`config.mk`:
```
export PLATFORM = sky130hd
export DESIGN_NAME = rx_stream_arbiter
export DESIGN_NICKNAME = d
export VERILOG_FILES = /design/src/rtl/rx_stream_pkg.sv /design/src/rtl/rx_chan_buf.sv /design/src/rtl/rx_stream_arbiter.sv
export SDC_FILE = /design/constraint.sdc
export NUM_CORES = 1
export LEC_CHECK = 0
export CAP_MARGIN = 20
export CORE_AREA = 10 10 126 128
export CTS_BUF_LIST = sky130_fd_sc_hd__clkbuf_8
export DETAILED_ROUTE_END_ITERATION = 12
export DIE_AREA = 0 0 136 138
export MAX_ROUTING_LAYER = met4
export PLACE_DENSITY = 0.7
export SYNTH_ARGS = -nofsm -noshare
export SYNTH_HDL_FRONTEND = slang
export SYNTH_HIERARCHICAL = 1
export SYNTH_SLANG_ARGS = --single-unit
```
`constraint.sdc`:
```
create_clock -name i_ddr_clk -period 3.25 [get_ports i_ddr_clk]
set_clock_uncertainty 0.2 [all_clocks]
set_input_delay 0.975 -clock i_ddr_clk [delete_from_list [all_inputs] [get_ports i_ddr_clk]]
set_output_delay 0.975 -clock i_ddr_clk [all_outputs]
set_load 0.03 [all_outputs]
```
`src/rtl/rx_stream_pkg.sv`:
```
`default_nettype none
// +---------------------------------------------------------------------+
// | rx_stream_pkg : shared encodings for the dual-channel RX arbiter    |
// | Rev 1.0                                                             |
// +---------------------------------------------------------------------+
package rx_stream_pkg;

  typedef enum logic [1:0] {
    MODE_OFF  = 2'b00,
    MODE_09   = 2'b01,
    MODE_24   = 2'b10,
    MODE_BOTH = 2'b11
  } mode_e;

  typedef enum logic [1:0] {
    ST_IDLE  = 2'b00,
    ST_RUN   = 2'b01,
    ST_DRAIN = 2'b10
  } state_e;

  localparam int CH_09 = 0;
  localparam int CH_24 = 1;

endpackage
`default_nettype wire

```
`src/rtl/rx_chan_buf.sv`:
```
`default_nettype none
// +---------------------------------------------------------------------+
// | rx_chan_buf : one-word holding buffer with sticky drop flag/counter |
// | Rev 1.0                                                             |
// +---------------------------------------------------------------------+
module rx_chan_buf
  import rx_stream_pkg::*;
#(
  parameter int DROP_CNT_W = 16
) (
  input  logic                  clk_i,
  input  logic                  rst_i,
  input  logic                  accept_i,
  input  logic                  push_i,
  input  logic [31:0]           data_i,
  input  logic                  pop_i,
  input  logic                  clear_i,
  output logic                  full_o,
  output logic [31:0]           data_o,
  output logic                  overflow_o,
  output logic [DROP_CNT_W-1:0] drop_cnt_o
);

  logic                  full_q, full_d;
  logic [31:0]           data_q, data_d;
  logic                  ovf_q, ovf_d;
  logic [DROP_CNT_W-1:0] cnt_q, cnt_d;
  logic                  capture;
  logic                  drop;

  // A word arriving while the buffer is being popped refills it instead of dropping.
  assign capture = accept_i & push_i & (~full_q | pop_i);
  assign drop    = accept_i & push_i & full_q & ~pop_i;

  always_comb begin
    full_d = full_q;
    data_d = data_q;
    ovf_d  = clear_i ? 1'b0 : ovf_q;
    cnt_d  = clear_i ? '0 : cnt_q;
    if (capture) begin
      full_d = 1'b1;
      data_d = data_i;
    end else if (pop_i) begin
      full_d = 1'b0;
    end
    if (drop) begin
      ovf_d = 1'b1;
      if (cnt_d != '1) begin
        cnt_d = cnt_d + 1'b1;
      end
    end
  end

  always_ff @(posedge clk_i) begin
    if (rst_i) begin
      full_q <= 1'b0;
      data_q <= '0;
      ovf_q  <= 1'b0;
      cnt_q  <= '0;
    end else begin
      full_q <= full_d;
      data_q <= data_d;
      ovf_q  <= ovf_d;
      cnt_q  <= cnt_d;
    end
  end

  assign full_o     = full_q;
  assign data_o     = data_q;
  assign overflow_o = ovf_q;
  assign drop_cnt_o = cnt_q;

endmodule
`default_nettype wire

```
`src/rtl/rx_stream_arbiter.sv`:
```
`default_nettype none
// +---------------------------------------------------------------------+
// | rx_stream_arbiter : round-robin merge of ch09/ch24 RX words to FIFO |
// | Optional macro RX_STREAM_ARB_CH_TAG_EN tags bit31 with the source.  |
// | Rev 1.0                                                             |
// +---------------------------------------------------------------------+
module rx_stream_arbiter
  import rx_stream_pkg::*;
#(
  parameter int DROP_CNT_W  = 16,
  parameter bit CH_09_FIRST = 1'b1
) (
  input  logic                  i_ddr_clk,
  input  logic                  i_reset,
  input  logic [1:0]            i_mode,
  input  logic                  i_push_09,
  input  logic [31:0]           i_data_09,
  input  logic                  i_push_24,
  input  logic [31:0]           i_data_24,
  input  logic                  i_fifo_full,
  input  logic                  i_clear_status,
  output logic                  o_fifo_push,
  output logic [31:0]           o_fifo_data,
  output logic [1:0]            o_active_mode,
  output logic [1:0]            o_overflow,
  output logic [DROP_CNT_W-1:0] o_drop_cnt_09,
  output logic [DROP_CNT_W-1:0] o_drop_cnt_24,
  output logic [1:0]            o_state
);

  state_e      state_q, state_d;
  logic [1:0]  mode_q, mode_d;
  logic        ptr_q, ptr_d;      // channel that wins the next tie
  logic        push_q, push_d;
  logic [31:0] data_q, data_d;

  logic [1:0]  accept;
  logic [1:0]  full;
  logic [1:0]  pop;
  logic [31:0] buf_09, buf_24;
  logic        grant;
  logic        sel;
  logic [31:0] word;

  // Mode bit n enables channel n, so the active mode doubles as the accept mask.
  assign accept = (state_q == ST_RUN) ? mode_q : 2'b00;

  rx_chan_buf #(.DROP_CNT_W(DROP_CNT_W)) u_buf_09 (
    .clk_i      (i_ddr_clk),
    .rst_i      (i_reset),
    .accept_i   (accept[CH_09]),
    .push_i     (i_push_09),
    .data_i     (i_data_09),
    .pop_i      (pop[CH_09]),
    .clear_i    (i_clear_status),
    .full_o     (full[CH_09]),
    .data_o     (buf_09),
    .overflow_o (o_overflow[CH_09]),
    .drop_cnt_o (o_drop_cnt_09)
  );

  rx_chan_buf #(.DROP_CNT_W(DROP_CNT_W)) u_buf_24 (
    .clk_i      (i_ddr_clk),
    .rst_i      (i_reset),
    .accept_i   (accept[CH_24]),
    .push_i     (i_push_24),
    .data_i     (i_data_24),
    .pop_i      (pop[CH_24]),
    .clear_i    (i_clear_status),
    .full_o     (full[CH_24]),
    .data_o     (buf_24),
    .overflow_o (o_overflow[CH_24]),
    .drop_cnt_o (o_drop_cnt_24)
  );

  always_comb begin
    grant = 1'b0;
    sel   = ptr_q;
    ptr_d = ptr_q;
    if (!i_fifo_full) begin
      if (&full) begin
        grant = 1'b1;
        sel   = ptr_q;
        ptr_d = ~ptr_q;
      end else if (full[CH_09]) begin
        grant = 1'b1;
        sel   = 1'b0;
      end else if (full[CH_24]) begin
        grant = 1'b1;
        sel   = 1'b1;
      end
    end
    pop  = grant ? (sel ? 2'b10 : 2'b01) : 2'b00;
    word = sel ? buf_24 : buf_09;
`ifdef RX_STREAM_ARB_CH_TAG_EN
    word[31] = sel;
`endif
    push_d = grant;
    data_d = grant ? word : 32'h0;
  end

  always_comb begin
    state_d = state_q;
    mode_d  = mode_q;
    case (state_q)
      ST_IDLE: begin
        if (i_mode != MODE_OFF) begin
          state_d = ST_RUN;
          mode_d  = i_mode;
        end
      end
      ST_RUN: begin
        if (i_mode != mode_q) state_d = ST_DRAIN;
      end
      ST_DRAIN: begin
        if ((full == 2'b00) && !push_q) begin
          state_d = ST_IDLE;
          mode_d  = MODE_OFF;
        end
      end
      default: begin
        state_d = ST_IDLE;
        mode_d  = MODE_OFF;
      end
    endcase
  end

  always_ff @(posedge i_ddr_clk) begin
    if (i_reset) begin
      state_q <= ST_IDLE;
      mode_q  <= MODE_OFF;
      ptr_q   <= ~CH_09_FIRST;
      push_q  <= 1'b0;
      data_q  <= '0;
    end else begin
      state_q <= state_d;
      mode_q  <= mode_d;
      ptr_q   <= ptr_d;
      push_q  <= push_d;
      data_q  <= data_d;
    end
  end

  assign o_fifo_push   = push_q;
  assign o_fifo_data   = data_q;
  assign o_active_mode = mode_q;
  assign o_state       = state_q;

endmodule
`default_nettype wire

```
==> impl_metrics.tcl <==
set metrics [dict create \
    status "finished, final reports clean" \
    drive_gt1_share_pct 12.66 \
    avgViaCountPerCell 5.050 \
    mostFrequentLayoutCells "nand2_1 (205), clkdlybuf4s50_1 (141), dfxtp_1 (138)" \
    port_buffers 142 \
    ant_nets 0 \
    postPlaceCellArea_mm2 0.007654 \
    wire_per_inst_um 15.76 \
    timing.rr.end "u_buf_24/drop_cnt_o[9]$_SDFF_PP0_" \
    dp_hpwl_um 12010 \
    rrSetupSlack_ns 0.73 \
    drv_slew 0 \
    vias 5257 \
    power.total_mw 3.326 \
    wirelength_um 16400 \
    period_share_pct 88.88 \
    overflow 0 \
    postCtsSetupBuffers 0 \
    cp.required_ns 3.38 \
    pin_count 143 \
    layout.nets 922 \
    grt_usage_pct 17.82 \
    syn-num-nets 762 \
    ys_types 51 \
    rows 43 \
    htreeDepth 4 \
    max_freq_mhz 346.2 \
    clk_path_buf_depth 2 \
    multi_input_area_mm2 0.002879 \
    path_clk_slew_ns 0.08 \
    hold_viol_final 0 \
    synth_seq_area_share_pct 46.67 \
    drc 0 \
    ys_ff_latch 138 \
    max_cap_violations 0 \
    timing_worst_setup_path_type "in2reg" \
    cts_buffers 17 \
    yosys_warnings 6 \
    die_h_um 138 \
    clkLatencyLatePin_ns 0.44 \
    hold_path.class "reg2reg" \
    syn_to_final_growth_pct 35.76 \
    synth_edf_count 0 \
    syn_area_mm2 0.005919 \
    min_to "u_buf_09/data_o[4]$_SDFFE_PP0P_" \
    crit-reg2reg-launch "o_state[0]$_SDFFE_PP0P_" \
    place.gp.congestion 0.9145 \
    grt_pass1_wl_um 26630 \
    final_area_mm2 0.008036 \
    cts_resized 0 \
    final.setup.tns_ns 0 \
    reg2regPathDepth 8 \
    netlist_instances 688 \
    antenna_cells 0 \
    cts_tree "done" \
    crit_fanout 4 \
    core_mm2 0.01350 \
    clockRootBuffer "clkbuf_8" \
    antenna_found_initial 0 \
    drt_iter0_drc 279 \
    min_path_cells 2 \
    endpoint_kind "flop" \
    syn_avg_cell_area_um2 8.604 \
    hold_buffers 0 \
    ir_drop_mv 0.1874 \
    synth_ff_type "dfxtp_1" \
    grt_pass1_vias 5348 \
    synthArstFlopShare_pct 0 \
    grt_max_degree 43 \
    relSlewSlack_pct 62.70 \
    ff_latch_area_mm2 0.002763 \
    nFillCells 1192 \
    leakagePower_nw 2.668 \
    layout_min_cycle_time_ns 2.889 \
    rsz0062_at_grt "false" \
    cts.sinks 138 \
    first_pass_iters 4 \
    dieArea_mm2 0.01877 \
    arrival_ns 3.02 \
    initial_utilization_pct 43.83 \
    die_w_um 136 \
    worst_slew_pin_slew_ns 0.5548 \
    setup_viol 0 \
    min_from "u_buf_09/data_o[4]$_SDFFE_PP0P_" \
    mostFrequentLayoutCell "nand2_1" \
    cp-start-kind "input pin" \
    power_density_mw_per_mm2 413.8 \
]
## registers in the layout (all words and copies together), names as in the netlist
name / cells
u_buf_24/drop_cnt_o: 16
u_buf_24/full_o: 1
u_buf_09/data_o: 32
o_state: 2
u_buf_24/data_o: 32
o_fifo_data: 32
u_buf_09/full_o: 1
ptr_q: 1
u_buf_09/drop_cnt_o: 16
u_buf_09/overflow_o: 1
u_buf_24/overflow_o: 1
o_fifo_push: 1
o_active_mode: 2
## power by group
group | internal [mW] | switching (mW) | leakage, nW
combinational | 0.137 | 0.127 | 1.37
clock | 0.681 | 0.642 | 0.190
sequential | 1.72 | 0.0233 | 1.11
total | 2.53 | 0.793 | 2.67
## worst max-delay path by stage
stage,cells past startpoint,end,from
global route,9,u_buf_09/drop_cnt_o[13]$_SDFF_PP0_,i_fifo_full
finish,9,u_buf_09/drop_cnt_o[13]$_SDFF_PP0_,i_fifo_full
floorplan,9,u_buf_09/drop_cnt_o[15]$_SDFF_PP0_,i_clear_status
global placement,8,u_buf_09/drop_cnt_o[15]$_SDFF_PP0_,i_clear_status
detailed placement,8,u_buf_09/drop_cnt_o[15]$_SDFF_PP0_,i_clear_status
CTS,1,o_state[0],o_state[0]$_SDFFE_PP0P_
## cells in the mapped netlist (3+ instances only)
| cell type | count | area, µm² |
|---|---|---|
| and4b_4 | 4 | 55.05 |
| nor2b_1 | 14 | 87.58 |
| a2111oi_2 | 4 | 60.06 |
| xnor2_1 | 22 | 192.7 |
| a211oi_1 | 10 | 75.07 |
| inv_1 | 12 | 45.04 |
| clkbuf_1 | 25 | 93.84 |
| nor3_1 | 3 | 15.01 |
| a21oi_1 | 76 | 380.4 |
| and2_1 | 6 | 37.54 |
| buf_4 | 6 | 45.04 |
| nand2_1 | 205 | 769.5 |
| dfxtp_1 | 138 | 2763 |
| nand3_1 | 12 | 60.06 |
| or2_2 | 4 | 25.02 |
| and2b_1 | 4 | 30.03 |
| nor2_1 | 42 | 157.7 |
| buf_2 | 3 | 15.01 |
| buf_12 | 3 | 60.06 |
| a31o_1 | 4 | 35.03 |
| mux2i_1 | 36 | 360.4 |
| nand3b_1 | 5 | 37.54 |
| a21oi_2 | 3 | 26.28 |
## critical path, stage by stage
cell             delay (ns)
clkdlybuf4s50_1        0.50
nand2b_2               0.15
a21oi_1                0.07
and4b_1                0.33
nand3_2                0.16
buf_4                  0.20
a2111oi_2              0.40
xnor2_1                0.18
nor2_1                 0.05
## kinds of logic (layout without fill, tap and decap cells)
kind of cell | after synthesis | in the layout | synth area share (%)
muxes | 36 | 36 | 6.088
AOI/OAI and AO/OA | 115 | 115 | 12.98
buffers and inverters | 53 | 226 | 4.883
adders and majority gates | 2 | 2 | 0.4227
and+or+nand+nor | 321 | 321 | 25.55
xor gates and xnor gates | 23 | 23 | 3.403
DFF | 138 | 138 | 46.67
## cell type report
cell class | instances | area share [%]
clock buffer | 21 | 3.596
tap | 180 | 2.802
multi-input combinational | 497 | 35.82
clock inverter | 11 | 1.168
timing repair buffer | 182 | 21.67
inverter | 12 | 0.5605
sequential | 138 | 34.38
## stage by stage
| stage | setup slack [ns] | instances | utilization [%] | hold slack (ns) |
|---|---|---|---|---|
| after floorplan | 0.3511 | 688 | - | 0.2350 |
| after global placement | -0.02838 | 1009 | 56.68 | 0.2411 |
| after detailed placement | -0.07810 | 1009 | 56.68 | 0.2474 |
| after CTS | 0.3610 | 1041 | 59.51 | 0.2583 |
| after global routing | 0.2734 | 1041 | 59.51 | 0.2692 |
| final | 0.3614 | 1041 | 59.51 | 0.2553 |
## metal layers
| layer | global-route usage [%] | part of all wire (%) |
|---|---|---|
| met2 | 28.05 | 48 |
| met3 | 5.109 | 6.4 |
| met1 | 21.01 | 44 |
| met5 | - | 0 |
| met4 | 6.842 | 1.4 |
(Power assumes the default switching activity.)
